[src/rtl/synth_pkg.sv]
// Shared sample-format constants and the mixer state type for the synth audio path.
package synth_pkg;

    localparam int SAMPLE_W = 24;
    localparam logic signed [SAMPLE_W-1:0] SAMPLE_MAX = {1'b0, {(SAMPLE_W-1){1'b1}}};
    localparam logic signed [SAMPLE_W-1:0] SAMPLE_MIN = {1'b1, {(SAMPLE_W-1){1'b0}}};

    typedef enum logic [1:0] {
        StIdle,
        StAccum,
        StScale,
        StWrite
    } mix_state_t;

endpackage

[src/rtl/sat_clip.sv]
// Combinational signed saturation from IN_W bits down to OUT_W bits, with a clip flag.
module sat_clip #(
    parameter int unsigned IN_W  = 27,
    parameter int unsigned OUT_W = 24
) (
    input  logic signed [IN_W-1:0]  din,
    output logic signed [OUT_W-1:0] dout,
    output logic                    clip
);

    // The value fits only if every bit from the output sign bit upward agrees.
    logic [IN_W-OUT_W:0] top_bits;
    assign top_bits = din[IN_W-1:OUT_W-1];

    always_comb begin
        clip = !((&top_bits) || !(|top_bits));
        if (!clip) begin
            dout = din[OUT_W-1:0];
        end else if (din[IN_W-1]) begin
            dout = {1'b1, {(OUT_W-1){1'b0}}};
        end else begin
            dout = {1'b0, {(OUT_W-1){1'b1}}};
        end
    end

endmodule

[src/rtl/voice_mixer.sv]
// Sums NUM_NOTES voices one per cycle, scales by master_vol and hands a mono sample to the codec.
// VOICE_MIXER_SATURATE_EN selects saturation plus clip counting; otherwise the sample wraps.
module voice_mixer
    import synth_pkg::*;
#(
    parameter int unsigned NUM_NOTES = 6
) (
    input  logic                                     CLOCK_50,
    input  logic                                     reset,
    input  logic signed [NUM_NOTES-1:0][SAMPLE_W-1:0] voices,
    input  logic        [NUM_NOTES-1:0]              voice_mute,
    input  logic        [3:0]                        master_vol,
    input  logic                                     write_ready,
    output logic                                     write,
    output logic signed [SAMPLE_W-1:0]               writedata_left,
    output logic signed [SAMPLE_W-1:0]               writedata_right,
    output logic        [7:0]                        clip_count
);

    localparam int unsigned ACC_W = SAMPLE_W + $clog2(NUM_NOTES);
    localparam int unsigned IDX_W = (NUM_NOTES > 1) ? $clog2(NUM_NOTES) : 1;

    mix_state_t                 state_q, state_d;
    logic signed [ACC_W-1:0]    acc_q;
    logic signed [ACC_W-1:0]    addend;
    logic        [IDX_W-1:0]    idx_q;
    logic signed [SAMPLE_W-1:0] voice_sel;
    logic signed [SAMPLE_W-1:0] sample_q, sample_d;
    logic                       last_voice;

    assign last_voice = (idx_q == IDX_W'(NUM_NOTES - 1));
    assign voice_sel  = voice_mute[idx_q] ? '0 : voices[idx_q];
    assign addend     = ACC_W'(voice_sel);

    always_ff @(posedge CLOCK_50) begin
        if (reset) begin
            state_q <= StIdle;
        end else begin
            state_q <= state_d;
        end
    end

    always_comb begin
        state_d = state_q;
        unique case (state_q)
            StIdle:  if (write_ready) state_d = StAccum;
            StAccum: if (last_voice)  state_d = StScale;
            StScale: state_d = StWrite;
            StWrite: if (write_ready) state_d = StIdle;
            default: state_d = StIdle;
        endcase
    end

    always_comb begin
        write = (state_q == StWrite) && write_ready && !reset;
    end

`ifdef VOICE_MIXER_SATURATE_EN
    logic signed [ACC_W-1:0] scaled;
    logic                    clipped;
    logic [7:0]              clip_q;

    assign scaled = acc_q >>> master_vol;

    sat_clip #(
        .IN_W  (ACC_W),
        .OUT_W (SAMPLE_W)
    ) u_sat_clip (
        .din  (scaled),
        .dout (sample_d),
        .clip (clipped)
    );

    // Counter sticks at full scale rather than rolling over.
    always_ff @(posedge CLOCK_50) begin
        if (reset) begin
            clip_q <= '0;
        end else if ((state_q == StScale) && clipped && (clip_q != 8'hFF)) begin
            clip_q <= clip_q + 8'd1;
        end
    end

    assign clip_count = clip_q;
`else
    assign sample_d   = SAMPLE_W'(acc_q >>> master_vol);
    assign clip_count = '0;
`endif

    always_ff @(posedge CLOCK_50) begin
        if (reset) begin
            acc_q    <= '0;
            idx_q    <= '0;
            sample_q <= '0;
        end else begin
            unique case (state_q)
                StIdle: begin
                    acc_q <= '0;
                    idx_q <= '0;
                end
                StAccum: begin
                    acc_q <= acc_q + addend;
                    idx_q <= idx_q + IDX_W'(1);
                end
                StScale: sample_q <= sample_d;
                default: ;
            endcase
        end
    end

    assign writedata_left  = sample_q;
    assign writedata_right = sample_q;

endmodule

[config.mk]
export PLATFORM = sky130hd
export DESIGN_NAME = voice_mixer
export DESIGN_NICKNAME = d
export VERILOG_FILES = /design/src/rtl/synth_pkg.sv /design/src/rtl/sat_clip.sv /design/src/rtl/voice_mixer.sv
export SDC_FILE = /design/constraint.sdc
export NUM_CORES = 1
export LEC_CHECK = 0
export CAP_MARGIN = 15
export CORE_ASPECT_RATIO = 2
export CORE_MARGIN = 3
export CORE_UTILIZATION = 35
export DETAILED_ROUTE_END_ITERATION = 16
export GPL_TIMING_DRIVEN = 0
export MAX_ROUTING_LAYER = met4
export SLEW_MARGIN = 20
export SYNTH_ARGS = -nofsm -noshare
export SYNTH_HDL_FRONTEND = slang
export SYNTH_SLANG_ARGS = --single-unit
[constraint.sdc]
create_clock -name CLOCK_50 -period 4.9 [get_ports CLOCK_50]
set_input_delay 0.98 -clock CLOCK_50 [delete_from_list [all_inputs] [get_ports CLOCK_50]]
set_output_delay 0.98 -clock CLOCK_50 [all_outputs]
set_load 0.05 [all_outputs]
==> metrics.txt <==
# DRC 0; Post-CTS Setup Inserts 0; Final Wtd Congestion 0.917; Final period util 92.0%; # H-tree levels 2; Peak VDD IR 0.153 mV; layout cell share with drive strength beyond 1 15.1%; drt pass-1 iters 4; RSZ-0062 raised after global routing no; Worst setup EP type flop; initial antenna violation count 0; Worst-Skew Late Latency 0.31 ns; Synth Register Bits 56; width of the chip 98.8 um; largest net degree at the start of global routing 18; Seq pwr share 23.1%; CTS Sinks 56; CTS clk-pin slew, worst paths 0.07 ns; Vert. Die Dim 192 um; Routed wire per std cell 17.7 um; largest family of logic cells by synthesized area multiplexers; switching part of the total 43.5%; Period minus WS final 4.51 ns; mux contribution to synthesized area 27.1%; HP Class flop to flop; adder-cell share of the synthesized area 6.98%; Vias 6,019; worst-margin pin slew 0.878 ns; Leak 3.21 nW; # setup viols final 0; worst clock skew 0.00863 ns; combinational power share 60.8%; Setup crit start kind input pin; XOR/XNOR Fraction of Synth Area 3.34%; Cells after Synth 694; Layout Area Growth over Synthesis 41.3%; EDFF count, synth 0; CP peak stage delay 0.46 ns; Slew headroom 41.5%; CP Max Fanout 10; Final nets 1,101; internal power 1.48 mW; # diodes 0; Max Buffers Root-to-Sink 2; final core occ 50.5%; power per standard cell area 308 mW/mm^2; Final ANT Viol Nets 0; WP data required 5.09 ns; status complete, no violations; count of final max-slew check failures 0; synthesized area 0.00602 mm^2; Num CTS Buffers 5; vias in the first global route 6,234; Die ar. 0.0189 mm^2; CTS Hold Bufs 0; Compound-Gate Fraction of Synth Area 20.9%; Boundary Pins 214; sequential area share after synthesis 18.6%; Rows 67; critical path class input pin to flop; clock power share 16.1%; slowest stage cell, crit path mux4_2; clock root cell clkbuf_16; CTS tree done; GR Overflow Total 0; asr flop ratio synth 0%; setup TNS 0 ns; Synth Area in Simple Gates 14.0%; first-pass GRT wire length 31,900 um; crit-path cells clkdlybuf4s50_1, mux4_2, a22o_1, clkbuf_1, nor2_1, ha_1, buf_6, a2111oi_4, o21ai_2, a21oi_2, o21ai_0, a21oi_1, o21bai_1, xnor2_1, o21ai_0; highest clock rate 222 MHz; Tot GR Track Use 21.8%; port bufs 203; max-capacitance violation count 0; Syn. warnings 0; Initial Utilization 35.7%; Post-synth top flop dfxtp_1; Data arrival, critical path 4.70 ns; commonest non-fill, non-tap cell in the layout clkdlybuf4s50_1; CORE AREA 0.0168 mm^2; Fill cells 1,679; cell mode on critical path o21ai_0; Fin. Hold Viols 0; final wirelength 19,800 um; commonest cells after routing, fill and taps aside clkdlybuf4s50_1, nor2_1, a21oi_1, dfxtp_1, nand2_1; Starting DRT DRC Count 232; via density per instance 5.38; Sw Pwr 1.14 mW; Syn Area/Cell 8.68 um^2; DP Cell Count 1,111; hpwl dp 17,100 um; non-filler instance count after layout 1,119; synth unique cells 62
## final timing paths
check	end	from	slack, ns	cells past startpoint
worst max register to register	acc_q[20]$_SDFFE_PP0P_	idx_q[0]$_SDFFE_PP0P_	0.41	16
worst min register to register	writedata_left[18]$_SDFFE_PP0P_	writedata_left[18]$_SDFFE_PP0P_	0.49	2
worst max-delay path	acc_q[20]$_SDFFE_PP0P_	voice_mute[3]	0.39	15
worst min-delay path	writedata_left[18]$_SDFFE_PP0P_	writedata_left[18]$_SDFFE_PP0P_	0.49	2
## cells in the mapped netlist (9+ instances only)
library cell / count / area [um^2]
a21oi_1: 56 / 280
buf_4: 32 / 240
clkbuf_1: 40 / 150
xnor2_1: 13 / 114
nand2_1: 46 / 173
inv_1: 12 / 45.0
dfxtp_1: 56 / 1120
xor2_1: 10 / 87.6
mux4_2: 43 / 968
nor2_1: 75 / 282
buf_2: 13 / 65.1
a211oi_1: 16 / 120
nand2b_1: 10 / 62.6
mux2_2: 28 / 315
nor3b_1: 12 / 90.1
a21o_1: 9 / 67.6
ha_1: 32 / 400
a22oi_1: 24 / 180
o211ai_1: 11 / 82.6
mux2i_1: 35 / 350
o21ai_0: 36 / 180
## metal layers
layer / global-route usage [%] / vias up / share of wire [%]
met5: - / - / 0
met4: 8.63 / 0 / 3.7
met3: 2.12 / 33 / 3.8
met2: 43.1 / 194 / 59
met1: 21.0 / 2825 / 34
li1: - / 2967 / -
## per-stage QoR
step / setup slack (ns) / instance area, um^2 / hold WS, ns / total power [mW]
global route: 0.0219 / 8510 / 0.535 / 2.81
detailed placement: 0.0589 / 8340 / 0.477 / 2.21
CTS: 0.269 / 8510 / 0.487 / 2.64
floorplan: 0.976 / 6050 / 0.467 / 1.73
global placement: 0.0490 / 8340 / 0.470 / 2.20
finish: 0.390 / 8510 / 0.486 / 2.62
## critical path, delay by kind of cell
| family | cells | cell delay, ns |
|---|---|---|
| mux | 1 | 0.46 |
| simple gates | 1 | 0.18 |
| compound gates | 8 | 1.83 |
| xor+xnor | 1 | 0.20 |
| buf+inv | 3 | 0.78 |
| fa+ha+maj | 1 | 0.25 |
## registers in the layout (all words and copies together) (netlist names)
name / flops
idx_q: 3
state_q: 2
writedata_left: 24
acc_q: 27
## repair_timing
item	in CTS	in global routing
setup endpoints to repair	0	1
hold endpoints to repair	0	0
gates resized for setup	0	1
## power groups by stage
stage / sequential (mW) / combinational [mW] / clock [mW]
3_5_place_dp: 0.618 / 1.60 / 0
4_1_cts: 0.607 / 1.60 / 0.427
5_1_grt: 0.617 / 1.75 / 0.443
3_3_place_gp: 0.615 / 1.58 / 0
2_1_floorplan: 0.638 / 1.09 / 0
6_report: 0.606 / 1.59 / 0.422
## layout make-up
class | instances | area, um^2 | share of cell area [%]
multi-input cells | 540 | 4390 | 51.6
flip-flops and latches | 56 | 1120 | 13.2
repair buffers | 203 | 2030 | 23.9
clock inverters | 3 | 42.5 | 0.500
plain buffers | 92 | 493 | 5.79
inverters | 13 | 48.8 | 0.573
well taps | 207 | 259 | 3.04
clock buffers | 5 | 125 | 1.47
## logic make-up after synthesis
group,Yosys count
xor+xnor,23
flops,56
buf+inv,105
simple gates,182
fa+ha+maj,33
compound gates,188
other cells,1
mux,106
No activity file was read; power rests on OpenSTA's default activity.
